--- src/rtl/rwl_pulse_seq.sv ---
// rwl_pulse_seq: read-wordline pulse sequencer with one-entry pending slot.
// Outputs are registered from next-state values so they carry no input-to-output path.
module rwl_pulse_seq #(
  parameter int ADDR_WIDTH     = 3,
  parameter int PULSE_CYCLES   = 2,
  parameter int RECOVER_CYCLES = 1
) (
  input  logic                       CLK,
  input  logic                       RST,
  input  logic                       REQ,
  input  logic [ADDR_WIDTH-1:0]      ADDR,
  output logic                       READY,
  output logic [2**ADDR_WIDTH-1:0]   RWL,
  output logic                       BUSY,
  output logic                       DONE
);
  localparam int NW = 2**ADDR_WIDTH;
  localparam int MX = PULSE_CYCLES > RECOVER_CYCLES ? PULSE_CYCLES : RECOVER_CYCLES;
  localparam int CW = $clog2(MX + 1);
  typedef enum logic [1:0] {IDLE, SETUP, PULSE, RECOVER} state_e;
  state_e                state_q, state_d;
  logic [CW-1:0]         cnt_q, cnt_d;
  logic [ADDR_WIDTH-1:0] cur_q, cur_d, pend_addr_q, pend_addr_d;
  logic                  pend_q, pend_d, acc, last;
  always_comb begin
    state_d     = state_q;
    cnt_d       = cnt_q;
    cur_d       = cur_q;
    pend_d      = pend_q;
    pend_addr_d = pend_addr_q;
    acc         = REQ && READY;
    last        = cnt_q == CW'(1);
    // a request landing on the final recover cycle bypasses the slot and starts directly
    if (acc && state_q != IDLE && !(state_q == RECOVER && last)) begin
      pend_d      = 1'b1;
      pend_addr_d = ADDR;
    end
    case (state_q)
      IDLE: if (acc) begin
        state_d = SETUP;
        cur_d   = ADDR;
      end
      SETUP: begin
        state_d = PULSE;
        cnt_d   = CW'(PULSE_CYCLES);
      end
      PULSE: if (last) begin
        state_d = RECOVER;
        cnt_d   = CW'(RECOVER_CYCLES);
      end else cnt_d = cnt_q - CW'(1);
      RECOVER: if (!last) cnt_d = cnt_q - CW'(1);
      else begin
        cnt_d   = '0;
        state_d = pend_q || acc ? SETUP : IDLE;
        cur_d   = pend_q ? pend_addr_q : acc ? ADDR : cur_q;
        pend_d  = 1'b0;
      end
      default: state_d = IDLE;
    endcase
  end
  always_ff @(posedge CLK or posedge RST) begin
    if (RST) begin
      state_q     <= IDLE;
      cnt_q       <= '0;
      cur_q       <= '0;
      pend_q      <= 1'b0;
      pend_addr_q <= '0;
      RWL         <= '0;
      READY       <= 1'b1;
      BUSY        <= 1'b0;
      DONE        <= 1'b0;
    end else begin
      state_q     <= state_d;
      cnt_q       <= cnt_d;
      cur_q       <= cur_d;
      pend_q      <= pend_d;
      pend_addr_q <= pend_addr_d;
      RWL         <= state_d == PULSE ? NW'(1) << cur_d : '0;
      READY       <= !pend_d;
      BUSY        <= state_d != IDLE;
      DONE        <= state_d == RECOVER && cnt_d == CW'(1);
    end
  end
endmodule

--- config.mk ---
export PLATFORM = sky130hd
export DESIGN_NAME = rwl_pulse_seq
export DESIGN_NICKNAME = d
export VERILOG_FILES = /design/src/rtl/rwl_pulse_seq.sv
export SDC_FILE = /design/constraint.sdc
export NUM_CORES = 1
export LEC_CHECK = 0
export CAP_MARGIN = 0
export CORE_MARGIN = 5
export CORE_UTILIZATION = 47
export CTS_BUF_LIST = sky130_fd_sc_hd__clkbuf_4 sky130_fd_sc_hd__clkbuf_8 sky130_fd_sc_hd__clkbuf_16
export DETAILED_ROUTE_END_ITERATION = 10
export PLACE_DENSITY = 0.73
export SLEW_MARGIN = 20
export SYNTH_ARGS = -nofsm -noshare
export SYNTH_HDL_FRONTEND = slang
export SYNTH_SLANG_ARGS = --single-unit
--- constraint.sdc ---
create_clock -name CLK -period 2.1 [get_ports CLK]
set_input_delay 0.525 -clock CLK [delete_from_list [all_inputs] [get_ports CLK]]
set_output_delay 0.525 -clock CLK [all_outputs]
set_load 0.02 [all_outputs]
# Word-level counts from Yosys, hierarchy flattened
# Index checks and enable logic that the tools add are counted.
# totals
register_bits	22
elab_cells	45
output_inout_bits	11
input_bits	6
# classes
n_reduce_logical	11
n_eq_ne	7
n_mux	16
n_shift	1
add_sub_neg	1
# op_table
op	n
two-way mux 2 bit	5
two-way mux 3 bit	3
equality test 2 bit (second input constant)	4
two-way mux 8 bit	1
case mux 2 bit (4 select lines)	1
<< shifter 1 x 3 -> 8 bit (first input constant)	1
equality test 2 x 1 -> 1 bit (second input constant)	3
case mux 2 bit (3 select lines)	1
case mux 3 bit (2 select lines)	1
logical AND 1 bit	5
two-way mux 1 bit	4
nonzero test 2 bit	2
logical NOT 1 bit	2
logical NOT 2 bit	1
subtractor 2 x 1 -> 2 bit (second input constant)	1
logical OR 1 bit	1

# Longest topological paths before layout
# depth
ltp_word	8
ltp_mapped	8
ltp_nobuf	7

# Worst setup path after synthesis
# Ideal clock, no wire load.
# synth_path
path_type	flip-flop to flip-flop
startpoint	reg state_q[0]
endpoint	reg RWL[4]
stages_incl_launch_ff	8
setup_ns	0.101
path_slack_ns	0.069
required_ns	1.999
arrival_time_ns	1.930
path_buffers	0
period_less_slack_ns	2.031
path_cell_list	dfrtp_1 > inv_1 > ha_1 > a21boi_0 > a311o_4 > a221oi_4 > inv_2 > nor4_1
# synth_via
elab_chain_cells	4
elab_cells_between_ends	12
cone_classes	4 x eq/ne; 1 x shift; 6 x mux; 1 x reduce/logical
# synth_rtl
item	line_no	rtl
from (decl)	21	state_e state_q, state_d;
from (signal assigned)	73	state_q <= state_d;
equality test 2 bit or logical NOT 2 bit (tied branches)	38	case (state_q)
case mux 3 bit (2 select lines) (*)	38	
via cur_d[0]	23	logic [ADDR_WIDTH-1:0] cur_q, cur_d, pend_addr_q, pend_addr_d;
<< shifter 1 x 3 -> 8 bit (*)	78	RWL <= state_d == PULSE ? NW'(1) << cur_d : '0;
two-way mux 8 bit (*)	78	
to (signal assigned)	78	
to (decl)	13	output logic [2**ADDR_WIDTH-1:0] RWL,
# Mark *: on every way through the listed nets, which the timed path passes. The rest lies on a longest branch.
# A chain may end at the register's enable or synchronous reset.

# Worst setup path in the final report
# layout_path
startpoint	reg READY
endpoint	out READY
# layout_rtl
item	line_no	rtl
from (decl)	12	output logic READY,
from (signal assigned)	79	READY <= !pend_d;
# No word-level cell between the ends.

==> results.json <==
{
  "outcome": "complete, no violations",
  "ys_async_sr_fraction_pct": 100,
  "worst_pin_slew_ns": 0.424,
  "syn-num-nets": 109,
  "dp_hpwl_mm": 1.84,
  "grt_pass1_wl_mm": 4.28,
  "pwr-share-comb_pct": 55.7,
  "grt_usage_pct": 16.3,
  "fin_area_mm2": 0.00155,
  "sw_frac_of_total_pct": 38.3,
  "rows": 18,
  "finalCriticalPeriod_ns": 2.05,
  "synth-warning-count": 0,
  "ctsHoldBuffers": 0,
  "fp.dieH_um": 59.4,
  "synth_seq_cells": 22,
  "fin_crit_sh_pct": 97.8,
  "drt_iter0_drc": 27,
  "rsz0062_at_grt": "yes",
  "die_area_mm2": 0.00353,
  "start_kind": "flop",
  "arrival_ns": 1.53,
  "ctsLongestPathBuffers": 2,
  "drt_wl_total_mm": 2.49,
  "power_leakage_uw": 0.000696,
  "drive_gt1_share_pct": 31.9,
  "ios": 17,
  "gp_congestion": 0.816,
  "fmax_ghz": 0.487,
  "max_stage_delay_ns": 0.62,
  "setup_viol": 0,
  "crit_chain": "clkdlybuf4s50_1",
  "synth-main-ff-cell": "dfrtp_1",
  "fillerInstances": 182,
  "placed_cells": 158,
  "ys_seq_area_share_pct": 48.1,
  "antenna_found_initial": 0,
  "via_count": 874,
  "dr.pass1.iters": 4,
  "diodes": 0,
  "tns_ns": 0,
  "synth_edf_count": 0,
  "drc": 0,
  "crit_buf_inv": 1,
  "netlist_instances": 98,
  "critPathSlowestCell": "clkdlybuf4s50_1",
  "min_path_type": "reg2reg",
  "die_x_um": 59.4,
  "critical-path-top-delay-family": "buffers and inverters",
  "skew_ns": 0.00351,
  "viasPerCell": 5.30,
  "avgSynthCellArea_um2": 11.7,
  "end_kind": "output port",
  "hold_viol": 0,
  "cp_max_fo": 7,
  "worstPathRequired_ns": 1.57,
  "grt_pass1_vias": 938,
  "p_clk_share_pct": 13.9,
  "pwr-share-seq_pct": 30.4,
  "intPower_uw": 1410,
  "hold_ws_ns": 0.524,
  "synth.cell_area_mm2": 0.00115,
  "grt_max_degree": 23,
  "area_growth_syn_to_layout_pct": 35.1,
  "peakVddDrop_mv": 1.12,
  "dpl_cell_area_mm2": 0.00145,
  "initial_core_util_pct": 47.6,
  "drv_slew": 0,
  "cts_buffers": 3,
  "wl_per_cell_um": 15.1,
  "clkLatencyLatePin_ns": 0.30,
  "clk_transition_reported_paths_ns": 0.12,
  "drv_cap": 0,
  "pwr_density_cell_mw_per_mm2": 1480,
  "route.antenna.remaining_nets": 0,
  "clockRootBuffer": "clkbuf_4",
  "p_sw_uw": 878,
  "stdcell_count": 165,
  "yosysUniqueCellTypes": 38,
  "critPathKind": "reg2out",
  "cts_max_level": 1,
  "globalRouteOverflowTotal": 0,
  "core-area_mm2": 0.00241,
  "clock_sinks": 22,
  "nNetsFinal": 147,
  "cts_tree": "yes",
  "slew_headroom_pct": 71.0,
  "port_buffers": 16
}
-- cell usage in the layout, fill, tap and decap left out, types with 2 or more instances in the layout --
master           synthesis  layout
nor4_2                   0       3
ha_2                     0       3
clkbuf_4                 0       3
mux2_2                   4       4
a21o_1                   2       2
clkdlybuf4s50_1          0      16
nand2b_1                 5       5
and3_1                   3       2
a21boi_0                 3       2
nand2_1                  3       3
ha_1                     5       2
dfrtp_1                 21      20
inv_1                   10      10
nand3b_1                 2       2
buf_4                    0      18
nand4b_1                 3       3
inv_2                    2       2
o21ai_0                  3       3
a221oi_4                 2       2
nor3_1                   2       2
nor4_1                   6       3
-- final timing paths --
path / start / endpoint / slack [ns] / cells after the start
worst max-delay path: READY$_DFF_PP1_ / READY / 0.05 / 1
max in group asynchronous: RST / READY$_DFF_PP1_ / 1.29 / 3
min in group asynchronous: RST / RWL[2]$_DFF_PP0_ / 0.53 / 3
worst min register to register: pend_addr_q[1]$_DFFE_PP0P_ / pend_addr_q[1]$_DFFE_PP0P_ / 0.52 / 1
worst max register to register: state_q[0]$_DFF_PP0_ / RWL[3]$_DFF_PP0_ / 0.08 / 6
worst min-delay path: pend_addr_q[1]$_DFFE_PP0P_ / pend_addr_q[1]$_DFFE_PP0P_ / 0.52 / 1
-- cell usage after synthesis, drive strengths merged (2+ instances only) --
cell type / instances / area, µm²
a21boi: 3 / 22.5
a21o: 2 / 15.0
a221oi: 2 / 52.6
and3: 3 / 18.8
dfrtp: 21 / 526
ha: 5 / 62.6
inv: 12 / 45.1
mux2: 4 / 45.0
nand2: 3 / 11.3
nand2b: 5 / 31.3
nand3b: 2 / 15.0
nand4b: 3 / 26.3
nor2b: 2 / 20.0
nor3: 2 / 10.0
nor4: 6 / 37.5
o21ai: 3 / 15.0
-- layer usage --
metal	routed length, µm	share of wire, %	vias to the layer above	track usage [%]
met3	48	1.9	2	2.40
met2	1270	51	10	27.1
met1	1140	46	427	20.4
li1	-	-	435	-
met5	0	0	-	0
met4	29	1.2	0	7.77
-- kinds of logic after synthesis --
| kind of cell | count (synthesis) | share of synthesized area, % |
|---|---|---|
| AND/OR/NAND/NOR | 31 | 17.6 |
| AO/OA/AOI/OAI | 22 | 19.2 |
| flip-flops | 22 | 48.1 |
| buffers and inverters | 13 | 4.91 |
| multiplexers | 5 | 4.80 |
| adder cells (fa/ha/maj) | 5 | 5.45 |
-- per-stage QoR --
stage / total power (µW) / setup slack (ns) / util (%)
floorplan: 1470 / 0.0694 / -
global placement: 1850 / -0.199 / 60.0
detailed placement: 1890 / -0.298 / 60.0
CTS: 2220 / 0.0112 / 62.6
global route: 2460 / -0.00920 / 64.3
finish: 2290 / 0.0458 / 64.3
-- flip-flops by register name, indices dropped and copies added, names as in the netlist --
name / flops
state_q: 2
pend_addr_q: 3
cnt_q: 2
pend_q: 1
cur_q: 3
RWL: 8
DONE: 1
BUSY: 1
READY: 1
-- area by class of cell --
type / instances / area (µm²) / area share (%)
Multi-Input combinational cell: 63 / 567 / 36.6
Sequential cell: 22 / 553 / 35.7
Timing Repair Buffer: 34 / 295 / 19.0
Tap cell: 30 / 37.5 / 2.42
Clock buffer: 3 / 22.5 / 1.45
Inverter: 12 / 45.0 / 2.91
Clock inverter: 1 / 30.0 / 1.94
-- power by group through the flow --
stage	combinational, µW	sequential, µW	clock, µW
global route	1390	714	350
CTS	1200	699	327
finish	1280	696	319
global placement	1150	701	0
floorplan	726	741	0
detailed placement	1180	708	0
-- repair_timing --
item	4_1_cts	5_1_grt
buffers inserted	1	2
endpoints found under the hold margin	0	0
pin swaps	0	3
resized for setup	1	8
setup endpoints to repair	1	8
Power figures use the tool's default switching activity.
